### src/rtl/division_datapath.sv
// division_datapath: the datapath that works with the repeated-subtraction
// division controller.
// It holds the remainder (R), divisor (D) and quotient (Q) registers.
// The controller strobes ld / ld2 / cng drive it. It returns upd, which
// tells the controller whether another subtraction step is needed.
// All outputs come straight from registers.
module division_datapath #(
    parameter int WIDTH = 8
) (
    input  logic             clk,
    input  logic             rst,
    input  logic             ld,
    input  logic             ld2,
    input  logic             cng,
    input  logic [WIDTH-1:0] a_in,
    input  logic [WIDTH-1:0] b_in,
    output logic             upd,
    output logic [WIDTH-1:0] quot,
    output logic [WIDTH-1:0] rem,
    output logic             done,
    output logic             dz
);

    logic [WIDTH-1:0] r_reg;
    logic [WIDTH-1:0] d_reg;
    logic [WIDTH-1:0] q_reg;
    logic             upd_reg;
    logic             done_reg;
    logic             dz_reg;

    // The compare result is only meaningful for a non-zero divisor.
    // A zero divisor always ends the division.
    logic             step_ok;
    assign step_ok = (d_reg != '0) && (r_reg >= d_reg);

    // Register update. Strobe priority is ld > cng > ld2.
    // A cng only subtracts if the last compare asked for it. Clearing upd
    // afterwards limits each compare to exactly one subtraction.
    always_ff @(posedge clk or negedge rst) begin
        if (!rst) begin
            r_reg    <= '0;
            d_reg    <= '0;
            q_reg    <= '0;
            upd_reg  <= 1'b0;
            done_reg <= 1'b0;
            dz_reg   <= 1'b0;
        end else if (ld) begin
            r_reg    <= a_in;
            d_reg    <= b_in;
            q_reg    <= '0;
            upd_reg  <= 1'b0;
            done_reg <= 1'b0;
            dz_reg   <= (b_in == '0);
        end else if (cng) begin
            if (upd_reg) begin
                // No underflow here: R >= D was confirmed by the preceding compare.
                r_reg   <= r_reg - d_reg;
                q_reg   <= q_reg + WIDTH'(1);
                upd_reg <= 1'b0;
            end
        end else if (ld2) begin
            if (step_ok) begin
                upd_reg <= 1'b1;
            end else begin
                upd_reg  <= 1'b0;
                done_reg <= 1'b1;
            end
        end
    end

    assign upd  = upd_reg;
    assign quot = q_reg;
    assign rem  = r_reg;
    assign done = done_reg;
    assign dz   = dz_reg;

endmodule

### config.mk
export PLATFORM = sky130hd
export DESIGN_NAME = division_datapath
export DESIGN_NICKNAME = d
export VERILOG_FILES = /design/src/rtl/division_datapath.sv
export SDC_FILE = /design/constraint.sdc
export NUM_CORES = 1
export LEC_CHECK = 0
export ABC_AREA = 0
export CORE_MARGIN = 10
export CORE_UTILIZATION = 50
export DETAILED_ROUTE_END_ITERATION = 10
export DONT_BUFFER_PORTS = 1
export GPL_ROUTABILITY_DRIVEN = 0
export GPL_TIMING_DRIVEN = 0
export MAX_ROUTING_LAYER = met4
export PLACE_DENSITY = 0.63
export SYNTH_ARGS = -nofsm -noshare
export SYNTH_HDL_FRONTEND = slang
export SYNTH_SLANG_ARGS = --single-unit
### constraint.sdc
create_clock -name clk -period 4.8 [get_ports clk]
set_input_delay 0.96 -clock clk [delete_from_list [all_inputs] [get_ports clk]]
set_output_delay 0.96 -clock clk [all_outputs]
set_load 0.02 [all_outputs]
==> results of run 1 <==
stage by stage:
stage                util  power (µW)  setup WS, ns  area (µm²)
floorplan               -         357          2.74        1570
global placement    0.536         378          2.54        1620
detailed placement  0.536         384          2.45        1620
CTS                 0.545         489          2.40        1650
global route        0.545         519          2.26        1650
finish              0.545         486          2.40        1650
power groups by stage:
| stage | registers [µW] | logic [µW] | clock network (µW) |
|---|---|---|---|
| after global routing | 270 | 129 | 120 |
| after detailed placement | 273 | 111 | 0 |
| after floorplan | 268 | 89.1 | 0 |
| final | 268 | 113 | 105 |
| after CTS | 268 | 112 | 108 |
| after global placement | 272 | 106 | 0 |
cell type report:
class / instances / share of cell area
tap: 44 / 0.0333
multi-input combinational: 127 / 0.487
clock inverter: 1 / 0.00455
clock buffer: 3 / 0.0136
buffer: 7 / 0.0227
sequential: 27 / 0.409
inverter: 13 / 0.0295
kinds of logic after synthesis:
family,count (synthesis),share of synthesized area
mux,2,0.0136
simple gates,64,0.217
buf+inv,20,0.0551
xor+xnor,6,0.0335
compound gates,45,0.165
flops,27,0.431
fa+ha+maj,10,0.0847
worst min path at each step:
stage / to / slack, ns / depth (start not counted)
after floorplan: d_reg[0] / 0.50 / 1
after global placement: d_reg[0] / 0.54 / 1
after detailed placement: d_reg[2] / 0.56 / 2
after CTS: rem[4] / 0.28 / 0
after global routing: rem[4] / 0.25 / 0
final: rem[4] / 0.29 / 0
layer usage:
metal / up-vias / GRT usage
li1: 622 / -
met1: 602 / 0.184
met4: 0 / 0.0455
met5: - / -
met2: 35 / 0.201
met3: 8 / 0.0366
synthesized netlist by cell type, drive strengths merged (4+ instances only):
library cell,instances,area [µm²]
dfrtp,27,676
nand2,22,82.6
o21ai,19,95.1
a21oi,15,78.8
inv,13,48.8
nor2,12,45.0
ha,9,113
clkbuf,6,22.5
and3,5,33.8
nand4,5,46.3
nor4,4,25.0
xor2,4,35.0
==> impl_metrics.json, run 1 <==
{
  "r2r-start": "rem[0]",
  "clk_latency_ns": 0.33,
  "num_rows": 20,
  "drtAntennaViolNets": 0,
  "crit_buf_inv": 1,
  "path_cells": "inv_1 > ha_1 > fa_1 > nand2b_1 > a21oi_2 > o2111ai_1 > and4b_1 > nor4_1",
  "reg2reg_slack_ns": 2.40,
  "synth-edff-count": 0,
  "first_pass_iters": 4,
  "drv_slew": 0,
  "crit_required_ns": 5.04,
  "fin_tns_setup_ns": 0,
  "hpwl_um": 3060,
  "r2r.worst_path.cells": 8,
  "slew_headroom": 0.686,
  "drv_cap": 0,
  "tightest_slew_ns": 0.471,
  "root_buffer": "clkbuf_4",
  "status": "completed",
  "vias_per_cell": 5.71,
  "peakVddDrop_uv": 167,
  "final_nets": 210,
  "hp-class": "input pin to asynchronous set/reset pin",
  "port_buffers": 0,
  "cts_resized": 0,
  "period_share": 0.501,
  "n_antenna_cell": 0,
  "initial_core_util": 0.517,
  "yosysSeqAreaShare": 0.431,
  "syn_area_mm2": 0.00157,
  "path_depth": 8,
  "cts_tree": "yes",
  "clk_pin_slew_ns": 0.16,
  "drt_iter0_drc": 111,
  "p_seq_frac": 0.552,
  "syn_to_final_growth_pct": 5.43,
  "setup_viol_count_final": 0,
  "io_pins": 40,
  "htreeDepth": 1,
  "yosysWarnings": 0,
  "routed_wl_um": 3900,
  "die_w_um": 76.0,
  "crit_fanout": 3,
  "regArea_um2": 676,
  "fillers": 301,
  "synth_cells": 174,
  "grt_remaining_overflow": 0,
  "vias": 1267,
  "ys_seq_elements": 27,
  "highest_layer": "met4",
  "cts_buffers": 3,
  "end_kind": "flop",
  "clkPwrFrac": 0.216,
  "mostFrequentLayoutCell": "dfrtp_1",
  "crit_arrival_ns": 2.64,
  "synth.net_count": 205,
  "grt_max_degree": 28,
  "p_int_uw": 322,
  "fin_skew_ns": 0.00800,
  "coreArea_mm2": 0.00303,
  "final_cell_mix": "dfrtp_1 (27), nand2_1 (22), o21ai_0 (19)",
  "critPathTopFamily": "simple AND/OR/NAND/NOR gates",
  "ys.flop_type": "dfrtp_1",
  "combPwrFrac": 0.233,
  "p_leak_uw": 0.000752,
  "crit_type": "flop to flop",
  "hold_slack_ns": 0.289,
  "grt_pass1_wl_um": 6600,
  "die_area_mm2": 0.00577,
  "finalCriticalPeriod_ns": 2.40,
  "synth_area_per_cell_um2": 9.00,
  "power_switching_uw": 163,
  "wl_per_cell_um": 17.6,
  "cts_buffer_depth": 2,
  "drive_above_1_share": 0.0674,
  "startpoint": "rem[0]",
  "clkSinkCount": 27,
  "fp.dieH_um": 76.0,
  "instances_no_fill": 222,
  "dr_wl_met3_um": 237,
  "endpoint": "upd",
  "clock.fmax_mhz": 416,
  "postCtsSetupRepairBufs": 0,
  "slowest_delay_ns": 0.52,
  "m1WireLength_um": 1850,
  "synthArstFlopShare": 1.00,
  "drc": 0,
  "swShare": 0.336,
  "critical_path.slowest_cell": "dfrtp_1",
  "grt_pass1_vias": 1291,
  "cp-start-kind": "flop",
  "routed-wl-met2_um": 1750,
  "cts-hold-fix-buffers": 0,
  "dp.cells": 218,
  "p_per_area_mw_per_mm2": 294,
  "antenna_found_initial": 0,
  "multiInputGateArea_um2": 805,
  "rsz0062_at_grt": "no",
  "r2r-end": "upd",
  "track_usage": 0.139,
  "yosysUniqueCellTypes": 40,
  "hold_viol": 0
}
Power figures use the tool's default switching activity.
==> run 2, diff against run 1 <==
==> constraint.sdc (replaced) <==
create_clock -name clk -period 2.3 [get_ports clk]
set_input_delay 0.46 -clock clk [delete_from_list [all_inputs] [get_ports clk]]
set_output_delay 0.46 -clock clk [all_outputs]
set_load 0.02 [all_outputs]
==> run 2 against run 1 <==
Cell count increased by 1.4%. Clock power increased by 110%. Register-to-register slack got worse by 2.3 ns. Count of clock-buffer cells in the layout unchanged. Combinational power increased by 140%. Total power increased by 120%. Design area increased by 4.3%. Sequential share of layout area decreased by 1.6 points. Die area unchanged. Via count increased by 4.1%. Fmax increased by 10%.
==> impl_metrics.json, run 2 (synthesized netlist as in run 1, its figures left out) <==
{
  "cts_buffer_depth": 2,
  "die_w_um": 76.0,
  "r2r-end": "upd",
  "hpwl_um": 3060,
  "clk_latency_ns": 0.33,
  "clk_pin_slew_ns": 0.16,
  "coreArea_mm2": 0.00303,
  "drt_iter0_drc": 120,
  "clock.fmax_mhz": 458,
  "vias_per_cell": 5.86,
  "drive_above_1_share": 0.110,
  "fin_skew_ns": 0.00668,
  "p_leak_uw": 0.000774,
  "period_share": 0.949,
  "n_antenna_cell": 0,
  "wl_per_cell_um": 17.6,
  "drtAntennaViolNets": 0,
  "tightest_slew_ns": 0.498,
  "hp-class": "input pin to flop",
  "finalCriticalPeriod_ns": 2.18,
  "vias": 1319,
  "crit_fanout": 3,
  "syn_to_final_growth_pct": 9.98,
  "hold_viol": 0,
  "antenna_found_initial": 0,
  "cp-start-kind": "flop",
  "routed_wl_um": 3970,
  "grt_max_degree": 28,
  "drv_slew": 0,
  "grt_remaining_overflow": 0,
  "drc": 0,
  "path_cells": "inv_1 > ha_2 > fa_2 > nand2b_4 > a21oi_4 > o2111ai_2 > and4b_1 > nor4_2",
  "die_area_mm2": 0.00577,
  "holdPathEnd": "upd",
  "crit_arrival_ns": 2.43,
  "initial_core_util": 0.517,
  "slowest_delay_ns": 0.47,
  "reg2reg_slack_ns": 0.12,
  "drv_cap": 0,
  "first_pass_iters": 4,
  "fin_tns_setup_ns": 0,
  "setup_viol_count_final": 0,
  "fp.dieH_um": 76.0,
  "crit_buf_inv": 1,
  "end_kind": "flop",
  "grt_pass1_wl_um": 6650,
  "peakVddDrop_uv": 348,
  "p_per_area_mw_per_mm2": 611,
  "r2r.worst_path.cells": 8,
  "io_pins": 40,
  "rsz0062_at_grt": "no",
  "layout_setup_ws_ns": 0.118,
  "htreeDepth": 1,
  "startpoint": "rem[0]",
  "crit_required_ns": 2.55,
  "critPathTopFamily": "simple AND/OR/NAND/NOR gates",
  "post-place-ws_ns": -0.0470,
  "cts_buffers": 3,
  "num_rows": 20,
  "track_usage": 0.140,
  "cts_tree": "yes",
  "grt_pass1_vias": 1302,
  "status": "completed",
  "crit_type": "flop to flop",
  "slew_headroom": 0.668,
  "hold_start": "cng",
  "clkSinkCount": 27,
  "mostFrequentLayoutCell": "dfrtp_1",
  "port_buffers": 0,
  "final_nets": 213,
  "critical_path.slowest_cell": "dfrtp_2",
  "min_path_cells": 1,
  "root_buffer": "clkbuf_4",
  "final_cell_mix": "dfrtp_1 (26), nand2_1 (22), o21ai_0 (19)",
  "r2r-start": "rem[0]"
}
==> run 2: final cells by class <==
class / instances / area [µm²]
flip-flops and latches: 27 / 677
plain buffers: 7 / 37.5
multi-input cells: 127 / 837
clock inverters: 1 / 7.51
inverters: 13 / 48.8
clock buffers: 3 / 22.5
fillers: 293 / 1310
repair buffers: 3 / 37.5
well taps: 44 / 55.1
==> run 2: worst max path at each step <==
stage                     endpoint  slack (ns)  cells after the start
after floorplan             rem[6]        0.24                      8
after global placement         upd        0.04                      8
after detailed placement       upd       -0.05                      8
after CTS                      upd        0.04                      8
after global routing           upd       0.007                      7
final                          upd        0.12                      8
==> run 2: metrics by stage <==
step	power, µW	hold slack, ns	cells	util	area, µm²
2_1_floorplan	745	0.164	174	-	1570
3_3_place_gp	790	0.165	218	0.536	1620
3_5_place_dp	801	0.165	218	0.536	1620
4_1_cts	1040	0.170	225	0.561	1700
5_1_grt	1130	0.136	225	0.569	1720
6_report	1050	0.172	225	0.569	1720
==> run 2: metal layers <==
layer / up-vias / global-route usage / part of all wire
li1: 635 / - / -
met1: 623 / 0.188 / 0.45
met2: 55 / 0.201 / 0.46
met3: 6 / 0.0330 / 0.076
met4: 0 / 0.0455 / 0.015
met5: - / - / 0
==> run 2: repair_timing <==
item	CTS	global route
resized for setup	3	4
hold endpoints to repair	27	0
buffers inserted	1	0
pin swaps	3	3
endpoints found under the setup margin	1	2
cloned	0	0
hold buffers	2	0
==> run 2: power by group <==
part           total [µW]  leakage (µW)  internal [µW]  switching, µW
combinational         275      0.000416            118            157
sequential            560      0.000344            506           53.4
clock                 218     0.0000139           66.5            152
==> run 2: worst register-to-register path, cell delays in order (launching register included) <==
cell and delay [ns]:
dfrtp_2 0.47, inv_1 0.07, ha_2 0.19, fa_2 0.35, nand2b_4 0.16, a21oi_4 0.18
o2111ai_2 0.18, and4b_1 0.25, nor4_2 0.24
==> run 3, diff against run 2 <==
--- a/config.mk
+++ b/config.mk
@@ -12,7 +12,6 @@
 export DONT_BUFFER_PORTS = 1
 export GPL_ROUTABILITY_DRIVEN = 0
 export GPL_TIMING_DRIVEN = 0
-export MAX_ROUTING_LAYER = met4
 export PLACE_DENSITY = 0.63
 export SYNTH_ARGS = -nofsm -noshare
 export SYNTH_HDL_FRONTEND = slang
==> run 3 against run 2 <==
Cell count unchanged. Clock skew up 0.0024 ns. Non-clock buffer count unchanged. Count of clock-buffer cells in the layout unchanged. Design area is the same. Sequential power about the same. Total power hardly changed. Critical path type unchanged. First-iteration DRC count grew 1.7%. Via count is 0.91% lower. Sequential share of layout area is the same. Fmax fell by 0.45%.
==> impl_metrics.json, run 3 (synthesized netlist as in run 1, its figures left out) <==
{
  "status": "completed",
  "coreArea_mm2": 0.00303,
  "finalCriticalPeriod_ns": 2.19,
  "critical_path.slowest_cell": "dfrtp_2",
  "drive_above_1_share": 0.110,
  "hp-class": "input pin to flop",
  "grt_max_degree": 28,
  "drv_cap": 0,
  "root_buffer": "clkbuf_4",
  "grt_remaining_overflow": 0,
  "grt_use_met3": 0.0472,
  "drv_slew": 0,
  "drtAntennaViolNets": 0,
  "tightest_slew_ns": 0.494,
  "critPathTopFamily": "simple AND/OR/NAND/NOR gates",
  "post-place-ws_ns": -0.0470,
  "crit_buf_inv": 1,
  "use_met2": 0.201,
  "cp-start-kind": "flop",
  "final_nets": 213,
  "hpwl_um": 3060,
  "clock.fmax_mhz": 456,
  "crit_required_ns": 2.55,
  "top_usage_layer": "met2",
  "drc": 0,
  "first_pass_iters": 4,
  "routed_wl_um": 3960,
  "grtUsageMet1": 0.180,
  "port_buffers": 0,
  "wl_per_cell_um": 17.6,
  "vias_per_cell": 5.81,
  "crit_type": "flop to flop",
  "io_pins": 40,
  "vias": 1307,
  "antenna_found_initial": 0,
  "grt_pass1_wl_um": 6670,
  "num_rows": 20,
  "fin_skew_ns": 0.00912,
  "end_kind": "flop",
  "cts_buffers": 3,
  "setup_viol_count_final": 0,
  "slew_headroom": 0.670,
  "crit_arrival_ns": 2.44,
  "clk_latency_ns": 0.33,
  "syn_to_final_growth_pct": 9.98,
  "clk_pin_slew_ns": 0.16,
  "crit_fanout": 3,
  "slowest_delay_ns": 0.47,
  "p_leak_uw": 0.000774,
  "path_cells": "inv_1 > ha_2 > fa_2 > nand2b_4 > a21oi_4 > o2111ai_2 > and4b_1 > nor4_2",
  "drt_iter0_drc": 122,
  "mostFrequentLayoutCell": "dfrtp_1",
  "period_share": 0.953,
  "die_area_mm2": 0.00577,
  "clkSinkCount": 27,
  "grt_pass1_vias": 1294,
  "layout_setup_ws_ns": 0.108,
  "cts_tree": "yes",
  "die_w_um": 76.0,
  "peakVddDrop_uv": 348,
  "htreeDepth": 1,
  "fp.dieH_um": 76.0,
  "hold_viol": 0,
  "track_usage": 0.136,
  "n_antenna_cell": 0,
  "final_cell_mix": "dfrtp_1 (26), nand2_1 (22), o21ai_0 (19)",
  "rsz0062_at_grt": "no",
  "cts_buffer_depth": 2,
  "p_per_area_mw_per_mm2": 612,
  "hold_slack_ns": 0.171,
  "initial_core_util": 0.517
}
run 3: cell counts in the layout (fill, tap and decap cells not counted):
No cell type changed its count.
run 3: report_power, final:
| group | leakage, µW | switching [µW] | internal [µW] |
|---|---|---|---|
| registers | 0.000344 | 53.3 | 506 |
| clock network | 0.0000139 | 153 | 66.6 |
| logic | 0.000416 | 157 | 118 |
| total | 0.000774 | 363 | 691 |
run 3: worst reg2reg max path, cell delays in order (launching register included):
cell       delay (ns)
dfrtp_2          0.47
inv_1            0.07
ha_2             0.19
fa_2             0.35
nand2b_4         0.16
a21oi_4          0.18
o2111ai_2        0.18
and4b_1          0.26
nor4_2           0.24
run 3: final timing paths:
check                          from       end  slack, ns  cells past startpoint
max                          rem[0]       upd       0.11                      8
min                             cng       upd       0.17                      1
max reg2reg                  rem[0]       upd       0.11                      8
min reg2reg                d_reg[2]  d_reg[2]       0.57                      2
max in group asynchronous       rst   quot[4]       1.61                      2
min in group asynchronous       rst    rem[4]       0.53                      2
run 3: per-stage QoR:
stage	area, µm²	utilization	power [µW]	instances	TNS, ns
after floorplan	1570	-	745	174	0
after global placement	1620	0.536	790	218	0
after detailed placement	1620	0.536	801	218	-0.0470
after CTS	1700	0.561	1040	225	0
after global routing	1720	0.569	1130	225	0
final	1720	0.569	1050	225	0
run 3: layout make-up:
cell class	instances	area (µm²)
sequential	27	677
tap	44	55.1
clock inverter	1	7.51
buffer	7	37.5
inverter	13	48.8
fill	293	1310
multi-input combinational	127	837
timing repair buffer	3	37.5
clock buffer	3	22.5
run 3: what timing repair did:
item	CTS	global route
hold endpoints to repair	27	0
pin swaps	3	3
setup buffers	1	0
gates resized for setup	3	4
hold buffers	2	0
endpoints found under the setup margin	1	2
run 3: routing by layer:
metal | share of wire | vias up
met5 | 0 | -
met4 | 0.015 | 0
met3 | 0.11 | 6
met2 | 0.46 | 63
met1 | 0.42 | 608
li1 | - | 630
